**src/rtl/axi_cmd_engine.sv**
```systemverilog
// Byte-stream command engine: parses write/read commands from s_axis, runs one AXI4 burst,
// and returns read data plus a one-byte status packet on m_axis.
module axi_cmd_engine #(
  parameter int unsigned ADDR_WIDTH = 32,
  parameter int unsigned DATA_WIDTH = 32,
  parameter int unsigned MAX_LEN    = 16,
  parameter int unsigned TIMEOUT    = 1024
) (
  input  logic                    aclk,
  input  logic                    areset,
  input  logic [7:0]              s_axis_tdata,
  input  logic                    s_axis_tvalid,
  output logic                    s_axis_tready,
  input  logic                    s_axis_tlast,
  output logic [7:0]              m_axis_tdata,
  output logic                    m_axis_tvalid,
  input  logic                    m_axis_tready,
  output logic                    m_axis_tlast,
  output logic                    m_axi_awvalid,
  input  logic                    m_axi_awready,
  output logic [ADDR_WIDTH-1:0]   m_axi_awaddr,
  output logic [7:0]              m_axi_awlen,
  output logic [2:0]              m_axi_awsize,
  output logic [1:0]              m_axi_awburst,
  output logic                    m_axi_wvalid,
  input  logic                    m_axi_wready,
  output logic [DATA_WIDTH-1:0]   m_axi_wdata,
  output logic [DATA_WIDTH/8-1:0] m_axi_wstrb,
  output logic                    m_axi_wlast,
  input  logic                    m_axi_bvalid,
  output logic                    m_axi_bready,
  input  logic [1:0]              m_axi_bresp,
  output logic                    m_axi_arvalid,
  input  logic                    m_axi_arready,
  output logic [ADDR_WIDTH-1:0]   m_axi_araddr,
  output logic [7:0]              m_axi_arlen,
  output logic [2:0]              m_axi_arsize,
  output logic [1:0]              m_axi_arburst,
  input  logic                    m_axi_rvalid,
  output logic                    m_axi_rready,
  input  logic [DATA_WIDTH-1:0]   m_axi_rdata,
  input  logic [1:0]              m_axi_rresp,
  input  logic                    m_axi_rlast
);

  localparam int unsigned AddrBytes = ADDR_WIDTH / 8;
  localparam int unsigned DataBytes = DATA_WIDTH / 8;
  localparam int unsigned ToWidth   = (TIMEOUT > 1) ? $clog2(TIMEOUT) : 1;

  localparam logic [2:0]         AxSize   = 3'($clog2(DataBytes));
  localparam logic [3:0]         HdrLast  = 4'(AddrBytes + 1);
  localparam logic [3:0]         BeatLast = 4'(DataBytes - 1);
  localparam logic [ToWidth-1:0] ToLast   = ToWidth'(TIMEOUT - 1);

  localparam logic [7:0] OpWrite      = 8'h01;
  localparam logic [7:0] OpRead       = 8'h02;
  localparam logic [7:0] StatBadOp    = 8'hE0;
  localparam logic [7:0] StatTooLong  = 8'hE1;
  localparam logic [7:0] StatTimeout  = 8'hE2;
  localparam logic [7:0] StatShort    = 8'hE3;

  typedef enum logic [3:0] {
    StIdle, StHdr, StAw, StWcol, StWsend, StBwait, StAr, StRwait, StRser, StStat, StDrain
  } state_e;

  state_e                 state_q;
  logic                   run_q;
  logic [7:0]             opcode_q;
  logic [7:0]             len_q;
  logic [ADDR_WIDTH-1:0]  addr_q;
  logic [3:0]             byte_cnt_q;
  logic [7:0]             beat_cnt_q;
  logic                   in_done_q;
  logic                   last_beat_q;
  logic [7:0]             status_q;
  logic [DATA_WIDTH-1:0]  rbuf_q;
  logic [ToWidth-1:0]     to_cnt_q;

  logic s_in, wait_st, hs, timeout_hit, too_long;

  function automatic logic [7:0] worst(input logic [7:0] cur, input logic [1:0] resp);
    return ({6'b0, resp} > cur) ? {6'b0, resp} : cur;
  endfunction

  // run_q keeps tready low for the cycle right after reset is released.
  assign s_axis_tready = run_q && (state_q inside {StIdle, StHdr, StWcol, StDrain});
  assign s_in          = s_axis_tvalid && s_axis_tready;

  assign wait_st = state_q inside {StAw, StWsend, StBwait, StAr, StRwait};
  assign hs      = (state_q == StAw    && m_axi_awready) ||
                   (state_q == StWsend && m_axi_wready)  ||
                   (state_q == StBwait && m_axi_bvalid)  ||
                   (state_q == StAr    && m_axi_arready) ||
                   (state_q == StRwait && m_axi_rvalid);
  assign timeout_hit = (TIMEOUT != 0) && wait_st && !hs && (to_cnt_q == ToLast);
  assign too_long    = ({1'b0, len_q} + 9'd1) > 9'(MAX_LEN);

  assign m_axi_awaddr  = addr_q;
  assign m_axi_araddr  = addr_q;
  assign m_axi_awlen   = len_q;
  assign m_axi_arlen   = len_q;
  assign m_axi_awsize  = AxSize;
  assign m_axi_arsize  = AxSize;
  assign m_axi_awburst = 2'b01;
  assign m_axi_arburst = 2'b01;
  assign m_axi_wstrb   = '1;

  always_ff @(posedge aclk) begin
    if (areset) begin
      state_q       <= StIdle;
      run_q         <= 1'b0;
      opcode_q      <= '0;
      len_q         <= '0;
      addr_q        <= '0;
      byte_cnt_q    <= '0;
      beat_cnt_q    <= '0;
      in_done_q     <= 1'b0;
      last_beat_q   <= 1'b0;
      status_q      <= '0;
      rbuf_q        <= '0;
      to_cnt_q      <= '0;
      m_axis_tdata  <= '0;
      m_axis_tvalid <= 1'b0;
      m_axis_tlast  <= 1'b0;
      m_axi_awvalid <= 1'b0;
      m_axi_wvalid  <= 1'b0;
      m_axi_wdata   <= '0;
      m_axi_wlast   <= 1'b0;
      m_axi_bready  <= 1'b0;
      m_axi_arvalid <= 1'b0;
      m_axi_rready  <= 1'b0;
    end else begin
      run_q    <= 1'b1;
      to_cnt_q <= (wait_st && !hs) ? to_cnt_q + 1'b1 : '0;
      unique case (state_q)
        StIdle: if (s_in) begin
          opcode_q   <= s_axis_tdata;
          byte_cnt_q <= 4'd1;
          beat_cnt_q <= '0;
          status_q   <= '0;
          in_done_q  <= 1'b0;
          if (s_axis_tlast) begin
            status_q <= StatShort;
            state_q  <= StStat;
          end else begin
            state_q <= StHdr;
          end
        end
        StHdr: if (s_in) begin
          byte_cnt_q <= byte_cnt_q + 4'd1;
          if (byte_cnt_q == 4'd1) len_q <= s_axis_tdata;
          else addr_q <= ADDR_WIDTH'({s_axis_tdata, addr_q} >> 8);
          if (byte_cnt_q == HdrLast) begin
            byte_cnt_q <= '0;
            if (opcode_q != OpWrite && opcode_q != OpRead) begin
              status_q <= StatBadOp;
              state_q  <= s_axis_tlast ? StStat : StDrain;
            end else if (too_long) begin
              status_q <= StatTooLong;
              state_q  <= s_axis_tlast ? StStat : StDrain;
            end else if (opcode_q == OpWrite) begin
              if (s_axis_tlast) begin
                status_q <= StatShort;
                state_q  <= StStat;
              end else begin
                m_axi_awvalid <= 1'b1;
                state_q       <= StAw;
              end
            end else begin
              in_done_q     <= s_axis_tlast;
              m_axi_arvalid <= 1'b1;
              state_q       <= StAr;
            end
          end else if (s_axis_tlast) begin
            status_q <= StatShort;
            state_q  <= StStat;
          end
        end
        StAw: if (m_axi_awready) begin
          m_axi_awvalid <= 1'b0;
          state_q       <= StWcol;
        end
        StWcol: if (s_in) begin
          m_axi_wdata <= DATA_WIDTH'({s_axis_tdata, m_axi_wdata} >> 8);
          if (byte_cnt_q == BeatLast) begin
            byte_cnt_q <= '0;
            if (s_axis_tlast && beat_cnt_q != len_q) begin
              status_q <= StatShort;
              state_q  <= StStat;
            end else begin
              in_done_q    <= s_axis_tlast;
              m_axi_wvalid <= 1'b1;
              m_axi_wlast  <= (beat_cnt_q == len_q);
              state_q      <= StWsend;
            end
          end else begin
            byte_cnt_q <= byte_cnt_q + 4'd1;
            if (s_axis_tlast) begin
              status_q <= StatShort;
              state_q  <= StStat;
            end
          end
        end
        StWsend: if (m_axi_wready) begin
          m_axi_wvalid <= 1'b0;
          m_axi_wlast  <= 1'b0;
          if (m_axi_wlast) begin
            m_axi_bready <= 1'b1;
            state_q      <= StBwait;
          end else begin
            beat_cnt_q <= beat_cnt_q + 8'd1;
            state_q    <= StWcol;
          end
        end
        StBwait: if (m_axi_bvalid) begin
          m_axi_bready <= 1'b0;
          status_q     <= worst(status_q, m_axi_bresp);
          state_q      <= in_done_q ? StStat : StDrain;
        end
        StAr: if (m_axi_arready) begin
          m_axi_arvalid <= 1'b0;
          m_axi_rready  <= 1'b1;
          state_q       <= StRwait;
        end
        StRwait: if (m_axi_rvalid) begin
          m_axi_rready  <= 1'b0;
          status_q      <= worst(status_q, m_axi_rresp);
          // An early rlast ends the burst just like the Nth beat would.
          last_beat_q   <= m_axi_rlast || (beat_cnt_q == len_q);
          m_axis_tvalid <= 1'b1;
          m_axis_tdata  <= m_axi_rdata[7:0];
          rbuf_q        <= m_axi_rdata >> 8;
          byte_cnt_q    <= '0;
          state_q       <= StRser;
        end
        StRser: if (m_axis_tvalid && m_axis_tready) begin
          if (byte_cnt_q == BeatLast) begin
            m_axis_tvalid <= 1'b0;
            byte_cnt_q    <= '0;
            if (last_beat_q) begin
              state_q <= in_done_q ? StStat : StDrain;
            end else begin
              beat_cnt_q   <= beat_cnt_q + 8'd1;
              m_axi_rready <= 1'b1;
              state_q      <= StRwait;
            end
          end else begin
            byte_cnt_q   <= byte_cnt_q + 4'd1;
            m_axis_tdata <= rbuf_q[7:0];
            rbuf_q       <= rbuf_q >> 8;
          end
        end
        StStat: begin
          if (!m_axis_tvalid) begin
            m_axis_tvalid <= 1'b1;
            m_axis_tdata  <= status_q;
            m_axis_tlast  <= 1'b1;
          end else if (m_axis_tready) begin
            m_axis_tvalid <= 1'b0;
            m_axis_tlast  <= 1'b0;
            state_q       <= StIdle;
          end
        end
        StDrain: if (s_in && s_axis_tlast) state_q <= StStat;
        default: state_q <= StIdle;
      endcase
      // Abort overrides whatever the wait state decided this cycle.
      if (timeout_hit) begin
        m_axi_awvalid <= 1'b0;
        m_axi_wvalid  <= 1'b0;
        m_axi_bready  <= 1'b0;
        m_axi_arvalid <= 1'b0;
        m_axi_rready  <= 1'b0;
        status_q      <= StatTimeout;
        state_q       <= in_done_q ? StStat : StDrain;
      end
    end
  end

endmodule

```
**config.mk**
```make
export PLATFORM = sky130hd
export DESIGN_NAME = axi_cmd_engine
export DESIGN_NICKNAME = d
export VERILOG_FILES = /design/src/rtl/axi_cmd_engine.sv
export SDC_FILE = /design/constraint.sdc
export NUM_CORES = 1
export LEC_CHECK = 0
export ABC_AREA = 1
export CORE_MARGIN = 2
export CORE_UTILIZATION = 53
export DETAILED_ROUTE_END_ITERATION = 8
export PLACE_DENSITY = 0.88
export SLEW_MARGIN = 20
export SYNTH_ARGS = -nofsm -noshare
export SYNTH_HDL_FRONTEND = slang
export SYNTH_SLANG_ARGS = --single-unit
```
**constraint.sdc**
```tcl
create_clock -name aclk -period 3.93 [get_ports aclk]
set_input_delay 0.393 -clock aclk [delete_from_list [all_inputs] [get_ports aclk]]
set_output_delay 0.393 -clock aclk [all_outputs]
set_load 0.02 [all_outputs]
```
==> reports/metrics.cfg <==
[worst_setup_path]
worstPathArrival_ns=2.25
crit_type=flop to primary output
cp_max_fo=7
endpoint_kind=primary output
cp-start-kind=flop
crit_required_ns=3.54

[power_and_ir_drop]
ir_drop_mv=0.364
power.density_nw_per_um2=553
p_total_mw=5.41
leakage_nw=4.01

[timing]
hold_viol_final=0
rsz0062_at_grt=false
clock.fmax_ghz=0.378
period_share_pct=67.3
worst_slack_ns=1.28
drv_slew=0
maxSlewHeadroom_pct=40.5
finalSetupViolCount=0
tightest_slew_ns=0.891
skew_ns=0.00848
tns_ns=0
finalCriticalPeriod_ns=2.65

[place]
placed_area_um2=9200
portBuffers=183
place_ws_ns=1.39
gp_congestion=0.994
dpl.hpwl_mm=15.5

[layout]
num-fill-cells=1158
seq_area_um2=3140
layout_common_cells=nand2_1 (225), clkdlybuf4s50_1 (182), nor2_1 (171)
area_growth_pct=27.8
final_area_um2=9770
drive_above_1_share_pct=5.17
nets=1289
multi_input_area_um2=3600
final_common_cell=nand2_1
diodes=0

[global_routing]
antenna_found_initial=0
first_global_vias=6871
grt_max_degree=55
grt_pass1_wl_mm=33.7
grt_use_total_pct=27.8
grt-ovfl-total=0

[clock_tree]
cts_tree=done
h-tree-depth=4
cts_buffer_depth=2
root_buffer=clkbuf_16
clock_latency_ns=0.43
postCtsResizedCells=0
clk_pin_slew_ns=0.07
cts_setup_buffers=0
clkSinkCount=157
cts_buffers=17
holdBufCountCts=0

[detailed_routing]
viasPerCell=5.37
ant_nets=0
vias=7619
wl_per_cell_um=15.4
dr.pass1.iters=5
first_iter_violations=689
wl_mm=21.8
drc=0

[die]
rows=43
die_area_um2=15400
fp.dieH_um=124
initial_core_util_pct=54.7
pin_count=198
core_area_um2=14000
die_w_um=124

[synth]
async_flop_share_pct=0
synth_top_flop_cell=dfxtp_1
ys_seq_area_share_pct=41.1
avgSynthCellArea_um2=6.93
syn_area_um2=7650
ys_ff_latch=157
ys.warnings.count=0
synth.distinct_cells=43
netlist_instances=1103
synth_edf_count=0

[hold_path]
hold_class=input pin to flop

[status]
run_status=complete, no violations

[run]
maxCapViolations=0

cells by family (layout without fill, tap and decap cells):
family | Yosys count | count (layout) | synth area share [%]
other cells | 2 | 14 | 0.0982
flops | 157 | 157 | 41.1
buf+inv | 193 | 317 | 12.4
compound gates | 226 | 226 | 16.1
simple gates | 506 | 506 | 27.8
fa+ha+maj | 8 | 8 | 1.31
xor+xnor | 11 | 11 | 1.26
sequential cells by signal, indices dropped and copies added, names as in the netlist, 4 cells and up:
| register | flops |
|---|---|
| to_cnt_q | 10 |
| m_axi_araddr | 32 |
| m_axi_wdata | 32 |
| rbuf_q | 24 |
| state_q | 4 |
| m_axis_tdata | 8 |
| opcode_q | 8 |
| beat_cnt_q | 8 |
| byte_cnt_q | 4 |
| status_q | 8 |
| m_axi_arlen | 8 |
report_power, final:
| part | switching (mW) | total, mW | internal [mW] |
|---|---|---|---|
| Combinational | 1.14 | 1.79 | 0.657 |
| Clock | 0.713 | 1.62 | 0.904 |
| Sequential | 0.177 | 2.00 | 1.82 |
| Total | 2.03 | 5.41 | 3.38 |
area by class of cell:
cell class,count,share of cell area [%]
sequential,157,32.2
timing repair buffer,189,19.2
multi-input combinational,765,36.9
clock buffer,19,4.53
tap,180,2.30
clock inverter,13,1.29
inverter,96,3.69
path summary, 6_finish.rpt:
check | end | start | slack (ns) | cells past startpoint
max | s_axis_tready | state_q[3]$_SDFFE_PP0P_ | 1.28 | 4
min | in_done_q$_SDFFE_PP0P_ | areset | 0.43 | 4
max reg2reg | m_axi_araddr[15]$_SDFFE_PP0P_ | state_q[0]$_SDFFE_PP0P_ | 1.33 | 8
min reg2reg | m_axi_arvalid$_SDFFE_PP0P_ | m_axi_arvalid$_SDFFE_PP0P_ | 0.45 | 2
critical path, cell delays in order (launching register included):
cell and delay [ns]:
dfxtp_1 0.40, nor2_1 0.32, nand2_1 0.15, a21boi_0 0.29, clkdlybuf4s50_1 0.67
synth_stat cells, types with 2 or more instances:
library cell / count / area share, %
nor3b_1: 5 / 0.49
nor2_1: 171 / 8.4
nor2_2: 6 / 0.49
nor3_1: 11 / 0.72
o21ai_1: 4 / 0.26
conb_1: 2 / 0.098
nand2_1: 225 / 11
a211oi_1: 2 / 0.20
a21oi_1: 89 / 5.8
nand3_1: 63 / 4.1
buf_2: 6 / 0.39
buf_4: 55 / 5.4
a21boi_0: 3 / 0.29
inv_2: 6 / 0.29
clkinv_1: 2 / 0.098
xnor2_1: 4 / 0.46
o21ai_0: 92 / 6.0
clkbuf_1: 34 / 1.7
dfxtp_1: 157 / 41
inv_1: 88 / 4.3
a221oi_1: 4 / 0.46
or2_2: 4 / 0.33
nand2_2: 2 / 0.16
nand4_1: 13 / 1.1
xor2_1: 7 / 0.80
a41oi_1: 6 / 0.69
ha_1: 8 / 1.3
o21bai_1: 2 / 0.20
a31oi_1: 18 / 1.5
metrics by stage:
stage | std cells | util [%] | hold slack, ns
after global routing | 1419 | 69.9 | 0.468
after floorplan | 1115 | - | 0.418
after detailed placement | 1387 | 65.8 | 0.437
after CTS | 1419 | 69.9 | 0.423
after global placement | 1387 | 65.8 | 0.433
final | 1419 | 69.9 | 0.428
per-layer routing:
metal	track usage (%)	wire length [um]
met5	0	0
met4	7.79	309
met3	6.55	1670
met2	46.8	10500
met1	35.6	9290
Note: power is estimated with default switching activity, not from simulation.
